$ cat src/rtl/adc_capture_pkg.sv
// adc_capture_pkg: shared encodings for the ADC capture controller.
package adc_capture_pkg;

  typedef enum logic [1:0] {
    ST_IDLE      = 2'd0,
    ST_WAIT_TRIG = 2'd1,
    ST_CAPTURE   = 2'd2,
    ST_DONE      = 2'd3
  } state_e;

  localparam logic [1:0] MODE_CONT  = 2'd0;
  localparam logic [1:0] MODE_BURST = 2'd1;
  localparam logic [1:0] MODE_TRIG  = 2'd2;

  localparam int OVF_W = 16;

  // Mode 3 is an alias of fixed-length burst.
  function automatic logic [1:0] norm_mode(input logic [1:0] mode);
    return (mode == 2'd3) ? MODE_BURST : mode;
  endfunction

endpackage

$ cat src/rtl/adc_capture_trig.sv
// adc_capture_trig: signed rising threshold-crossing detector on channel 0.
// Fires when the previous eligible sample was below the threshold and the
// current one is at or above it; the first sample after clear only primes
// the history.
module adc_capture_trig
  import adc_capture_pkg::*;
#(
  parameter int SAMPLE_W = 16
) (
  input  logic                       clk,
  input  logic                       reset_n,
  input  logic                       clear_i,
  input  logic                       sample_en_i,
  input  logic signed [SAMPLE_W-1:0] cur_i,
  input  logic signed [SAMPLE_W-1:0] thresh_i,
  output logic                       hit_o
);

  logic signed [SAMPLE_W-1:0] prev_q;
  logic                       prev_vld_q;

  assign hit_o = sample_en_i && prev_vld_q && (prev_q < thresh_i) && (thresh_i <= cur_i);

  // Keep the last eligible channel-0 sample; forget it on a new arm.
  always_ff @(posedge clk or negedge reset_n) begin
    if (!reset_n) begin
      // NOTE: non-blocking assignments so every register samples pre-edge values.
      prev_q     <= '0;
      prev_vld_q <= 1'b0;
    end else if (clear_i) begin
      prev_vld_q <= 1'b0;
    end else if (sample_en_i) begin
      prev_q     <= cur_i;
      prev_vld_q <= 1'b1;
    end
  end

endmodule

$ cat src/rtl/adc_capture_ctrl.sv
// adc_capture_ctrl: packs NUM_CH ADC channels into FIFO words and generates
// the FIFO write strobe for continuous, burst and triggered-burst capture,
// with decimation and overflow accounting.
// Optional feature: define ADC_CAPTURE_TESTPAT_EN to add the cfg_testpat
// input, which replaces written data with a per-lane ramp pattern.
module adc_capture_ctrl
  import adc_capture_pkg::*;
#(
  parameter int NUM_CH   = 2,
  parameter int SAMPLE_W = 16,
  parameter int COUNT_W  = 24,
  parameter int DECIM_W  = 8
) (
  input  logic                       clk,
  input  logic                       reset_n,
  input  logic                       arm,
  input  logic                       abort,
  input  logic [1:0]                 cfg_mode,
  input  logic [COUNT_W-1:0]         cfg_burst_len,
  input  logic [DECIM_W-1:0]         cfg_decim,
  input  logic [SAMPLE_W-1:0]        cfg_thresh,
`ifdef ADC_CAPTURE_TESTPAT_EN
  input  logic                       cfg_testpat,
`endif
  input  logic [NUM_CH*SAMPLE_W-1:0] adc_data,
  input  logic                       adc_valid,
  input  logic                       src_rdy,
  input  logic                       fifo_prog_full,
  input  logic                       fifo_rst_busy,
  output logic                       fifo_wr_en,
  output logic [NUM_CH*SAMPLE_W-1:0] fifo_din,
  output logic                       busy,
  output logic                       done,
  output logic [OVF_W-1:0]           overflow_cnt,
  output logic [1:0]                 state_o
);

  localparam int DATA_W = NUM_CH * SAMPLE_W;

  state_e                     state_q;
  logic [1:0]                 mode_q;
  logic [COUNT_W-1:0]         burst_len_q, wr_cnt_q, wr_cnt_d;
  logic [DECIM_W-1:0]         decim_q, decim_cnt_q, decim_cnt_d;
  logic signed [SAMPLE_W-1:0] thresh_q;
  logic [OVF_W-1:0]           ovf_q;
  logic                       wr_en_q;
  logic [DATA_W-1:0]          din_q, wr_data;
`ifdef ADC_CAPTURE_TESTPAT_EN
  logic                       testpat_q;
  logic [SAMPLE_W-1:0]        ramp_q;
`endif

  logic [1:0] arm_mode;
  logic       arm_ok, arm_zero_len, eligible, trig_hit;
  logic       advance, candidate, fifo_ok, do_write, do_drop, burst_end;

  assign arm_mode     = norm_mode(cfg_mode);
  assign arm_ok       = arm && !abort && (state_q == ST_IDLE || state_q == ST_DONE);
  assign arm_zero_len = (arm_mode != MODE_CONT) && (cfg_burst_len == '0);
  assign eligible     = adc_valid && src_rdy;

  // The trigger sample itself is the first capture candidate; the decimation
  // counter is still zero there because arm cleared it.
  assign advance   = (state_q == ST_CAPTURE && eligible) || trig_hit;
  assign candidate = (state_q == ST_CAPTURE && eligible && decim_cnt_q == '0) || trig_hit;
  assign fifo_ok   = !fifo_prog_full && !fifo_rst_busy;
  assign do_write  = candidate && fifo_ok;
  assign do_drop   = candidate && !fifo_ok;

  assign decim_cnt_d = (decim_cnt_q == decim_q) ? '0 : decim_cnt_q + DECIM_W'(1);
  assign wr_cnt_d    = wr_cnt_q + COUNT_W'(1);
  assign burst_end   = do_write && (mode_q != MODE_CONT) && (wr_cnt_d == burst_len_q);

  adc_capture_trig #(
    .SAMPLE_W (SAMPLE_W)
  ) u_trig (
    .clk         (clk),
    .reset_n     (reset_n),
    .clear_i     (arm_ok),
    .sample_en_i (eligible && state_q == ST_WAIT_TRIG),
    .cur_i       ($signed(adc_data[SAMPLE_W-1:0])),
    .thresh_i    (thresh_q),
    .hit_o       (trig_hit)
  );

  // Select the word to write: live samples or the lane-offset ramp.
  always_comb begin
    // NOTE: default assignment first so no path leaves wr_data unassigned (no latch).
    wr_data = adc_data;
`ifdef ADC_CAPTURE_TESTPAT_EN
    if (testpat_q) begin
      for (int k = 0; k < NUM_CH; k++) begin
        wr_data[k*SAMPLE_W +: SAMPLE_W] = ramp_q + SAMPLE_W'(k);
      end
    end
`endif
  end

  // Capture FSM with registered write strobe/data and counters.
  always_ff @(posedge clk or negedge reset_n) begin
    if (!reset_n) begin
      state_q     <= ST_IDLE;
      mode_q      <= MODE_CONT;
      burst_len_q <= '0;
      decim_q     <= '0;
      thresh_q    <= '0;
      wr_cnt_q    <= '0;
      decim_cnt_q <= '0;
      ovf_q       <= '0;
      wr_en_q     <= 1'b0;
      din_q       <= '0;
`ifdef ADC_CAPTURE_TESTPAT_EN
      testpat_q   <= 1'b0;
      ramp_q      <= '0;
`endif
    end else begin
      wr_en_q <= 1'b0;
      if (abort) begin
        state_q <= ST_IDLE;
      end else if (arm_ok) begin
        mode_q      <= arm_mode;
        burst_len_q <= cfg_burst_len;
        decim_q     <= cfg_decim;
        thresh_q    <= $signed(cfg_thresh);
        wr_cnt_q    <= '0;
        decim_cnt_q <= '0;
        ovf_q       <= '0;
`ifdef ADC_CAPTURE_TESTPAT_EN
        testpat_q   <= cfg_testpat;
        ramp_q      <= '0;
`endif
        if (arm_zero_len)            state_q <= ST_DONE;
        else if (arm_mode == MODE_TRIG) state_q <= ST_WAIT_TRIG;
        else                         state_q <= ST_CAPTURE;
      end else begin
        if (advance) decim_cnt_q <= decim_cnt_d;
        if (do_write) begin
          wr_en_q  <= 1'b1;
          din_q    <= wr_data;
          wr_cnt_q <= wr_cnt_d;
`ifdef ADC_CAPTURE_TESTPAT_EN
          ramp_q   <= ramp_q + SAMPLE_W'(1);
`endif
        end
        if (do_drop && ovf_q != '1) ovf_q <= ovf_q + OVF_W'(1);
        if (burst_end)     state_q <= ST_DONE;
        else if (trig_hit) state_q <= ST_CAPTURE;
      end
    end
  end

  assign fifo_wr_en   = wr_en_q;
  assign fifo_din     = din_q;
  assign busy         = (state_q == ST_WAIT_TRIG) || (state_q == ST_CAPTURE);
  assign done         = (state_q == ST_DONE);
  assign overflow_cnt = ovf_q;
  assign state_o      = state_q;

endmodule
$ cat config.mk
export PLATFORM = sky130hd
export DESIGN_NAME = adc_capture_ctrl
export DESIGN_NICKNAME = d
export VERILOG_FILES = /design/src/rtl/adc_capture_pkg.sv /design/src/rtl/adc_capture_trig.sv /design/src/rtl/adc_capture_ctrl.sv
export SDC_FILE = /design/constraint.sdc
export NUM_CORES = 1
export LEC_CHECK = 0
export ABC_AREA = 1
export BUFFER_PORTS_ARGS = -buffer_cell sky130_fd_sc_hd__buf_2
export CAP_MARGIN = 10
export CORE_ASPECT_RATIO = 0.9
export CORE_MARGIN = 3
export CORE_UTILIZATION = 55
export DETAILED_ROUTE_END_ITERATION = 8
export GPL_ROUTABILITY_DRIVEN = 0
export GPL_TIMING_DRIVEN = 0
export HOLD_SLACK_MARGIN = 0.03
export PLACE_DENSITY = 0.78
export SYNTH_ARGS = -nofsm -noshare
export SYNTH_HDL_FRONTEND = slang
export SYNTH_HIERARCHICAL = 1
export SYNTH_SLANG_ARGS = --single-unit
$ cat constraint.sdc
create_clock -name clk -period 5.18 [get_ports clk]
set_input_delay 0.518 -clock clk [delete_from_list [all_inputs] [get_ports clk]]
set_output_delay 0.518 -clock clk [all_outputs]
set_load 0.02 [all_outputs]
==> metrics.yaml <==
grt_max_degree: 86
grt_antenna_before_repair: 3
avgSynthCellArea_um2: 7.465
post_cts_buffers: 0
htree_num_levels: 4
placed_cell_area_um2: 9667
m1WireLength_mm: 10.21
drc: 0
drive_gt1_share_pct: 17.95
rows: 42
cap_violations: 0
hpwl_mm: 17.13
grt_first_pass_wirelength_mm: 38.05
top_layer_used: "met5"
diodes: 0
dr_wl_met2_mm: 10.47
crit_chain: "ha_1, nand2_1, nor3_2, nand2_1, nand2_1, nand2_1, nand3_1, nand2_1, nor2_1, inv_1, nand2_1, nand2_1, nor2_2, clkbuf_1, nand2_1, nand2_1"
rsz0062_at_grt: "no"
synth_area_um2: 8675
fin_nets: 1452
ys.flop_type: "dfrtp_1"
regArea_um2: 3754
critPathRequiredTime_ps: 5550
seq_area_frac_synth_pct: 43.27
synth_cells: 1162
ys_warn_count: 6
mappedNetlistNets: 1290
crit_path_frequent_cell: "nand2_1"
async_flop_share_pct: 100.0
cts_inserted_buffers: 17
clock-sinks: 150
finalCritPeriodShare_pct: 63.72
io_buffers: 142
max_freq_mhz: 303.0
routed_wl_mm: 22.92
final_util_pct: 68.14
cellLeakagePower_nw: 5.620
clockBufferDepth: 2
critPathLaunchType: "flop"
antenna_left: 0
grt_pass1_vias: 7756
ir_drop_v: 0.0002981
hold_viol: 0
tightestPinTransition_ps: 697.2
power_density_nw_per_um2: 361.4
viasPerCell: 5.295
critPathSlowestCell: "clkbuf_1"
die_area_um2: 17320
period_needed_ps: 3301
clkTransAtPathRegs_ps: 70
gr-usage-all-layers_pct: 27.06
core_um2: 15080
dieHeight_um: 125.1
syn_to_final_growth_pct: 18.46
status: "finished, final reports clean"
cts_resized: 0
die_w_um: 138.4
wl_per_cell_um: 14.93
detail_route.first_pass.iterations: 5
hp-class: "input port to asynchronous set/reset pin"
multi_input_area_um2: 4204
end_kind: "flop"
vias: 8128
synth_edf_count: 0
design_area_um2: 10280
hold_buffers: 0
path_max_fanout: 10
crit_arrival_ps: 3670
setup_violations: 0
crit_type: "flop to flop"
root_buffer: "clkbuf_16"
total_power_mw: 3.713
clock_latency_ps: 440
slew_violations: 0
met3WireLength_mm: 1.811
fin_skew_ps: 19.09
gr-total-overflow: 0
slew_headroom_pct: 53.52
io_pins: 143
drtIter0Drc: 579
yosys_register_bits: 150
start_util_pct: 57.52
max_stage_delay_ps: 590
ys_types: 43
setup_tns_ps: 0
fill_cells: 1277
tritoncts: "yes"
## state kept, by name, indices dropped and copies added (netlist names)
| name | count |
|---|---|
| fifo_din | 32 |
| mode_q | 2 |
| u_trig/prev_vld_q | 1 |
| wr_cnt_q | 24 |
| decim_q | 8 |
| fifo_wr_en | 1 |
| state_o | 2 |
| decim_cnt_q | 8 |
| thresh_q | 16 |
| overflow_cnt | 16 |
| burst_len_q | 24 |
| u_trig/prev_q | 16 |
## per-stage QoR
step	hold WS, ps	std cells	setup slack [ps]
5_1_grt	127.3	1535	1595
4_1_cts	99.66	1535	1972
3_3_place_gp	448.9	1502	1368
2_1_floorplan	222.4	1162	2661
3_5_place_dp	454.6	1503	1734
6_report	83.15	1535	1879
## critical path: cells and delay by family, from the launching register on
family | cells | cell delay (ps)
adders and majority gates | 1 | 320
buffers and inverters | 2 | 680
DFF | 1 | 410
and+or+nand+nor | 13 | 1820
## power breakdown
part           internal [mW]  switching [mW]
combinational          0.350           0.537
sequential              1.36           0.177
clock                  0.786           0.499
total                   2.50            1.21
## layout by cell type (no fill, tap or decap), drive strengths merged, types with 3 or more instances in the layout
master,n
xor2,6
nor2,82
nand3b,13
dfrtp,150
a22oi,3
ha,38
o21ai,59
xnor2,10
o31ai,6
inv,154
nand2,446
a21oi,21
bufinv,3
nor3,19
o22ai,18
clkbuf,35
nand4,19
clkinv,4
buf,160
nand3,77
## routing by layer
metal / vias up / global-route usage, %
met4: 6 / 7.786
met2: 322 / 42.85
met3: 43 / 7.140
li1: 4027 / -
met1: 3730 / 37.04
met5: - / 0
## cells in the mapped netlist (3+ instances only)
master / count / area [um2]
nor2_2: 5 / 31.28
nor2_4: 5 / 56.30
xor2_1: 6 / 52.55
nand3b_1: 13 / 97.59
nand4_1: 19 / 118.9
nand2_1: 426 / 1599
o31ai_1: 6 / 45.04
inv_2: 8 / 30.03
dfrtp_1: 150 / 3754
o21ai_0: 38 / 190.2
o21ai_1: 18 / 90.09
nand2_2: 17 / 106.4
o21ai_2: 3 / 26.28
buf_1: 3 / 11.26
a22oi_1: 3 / 22.52
a21oi_1: 20 / 100.1
buf_2: 12 / 60.06
nor2_8: 3 / 60.06
ha_1: 38 / 475.5
nor3_1: 16 / 80.08
nand3_1: 74 / 370.4
o22ai_1: 18 / 112.6
inv_1: 145 / 544.3
xnor2_1: 10 / 87.58
clkbuf_1: 13 / 48.80
nor2_1: 69 / 259.0
nand2_4: 3 / 33.78
## final timing paths
check / slack [ps] / startpoint / cells past startpoint / to
setup / recovery: 1880 / thresh_q[15] / 16 / fifo_din[20]
hold / removal: 80 / reset_n / 1 / decim_cnt_q[5]
setup reg to reg: 1880 / thresh_q[15] / 16 / fifo_din[20]
hold reg to reg: 470 / fifo_din[14] / 2 / fifo_din[14]
max in group asynchronous: 4270 / reset_n / 2 / fifo_din[25]
min in group clk: 270 / cfg_thresh[15] / 3 / thresh_q[15]
## kinds of logic (layout without fill, tap and decap cells)
group | after synthesis | in the layout | synth area share [%]
compound gates | 111 | 111 | 7.198
xor+xnor | 17 | 17 | 1.889
fa+ha+maj | 38 | 38 | 5.481
buf+inv | 183 | 358 | 8.265
flops | 150 | 150 | 43.27
mux | 1 | 1 | 0.1730
simple gates | 662 | 662 | 33.72
## layout make-up
type                    instances  share of cell area (%)
clock inverters                10                   1.412
multi-input cells             829                   40.91
repair buffers                143                   7.245
plain buffers                  30                   1.388
inverters                     153                   5.589
clock buffers                  22                   4.517
flip-flops and latches        150                   36.53
well taps                     198                   2.411
Note: power is estimated with default switching activity, not from simulation.
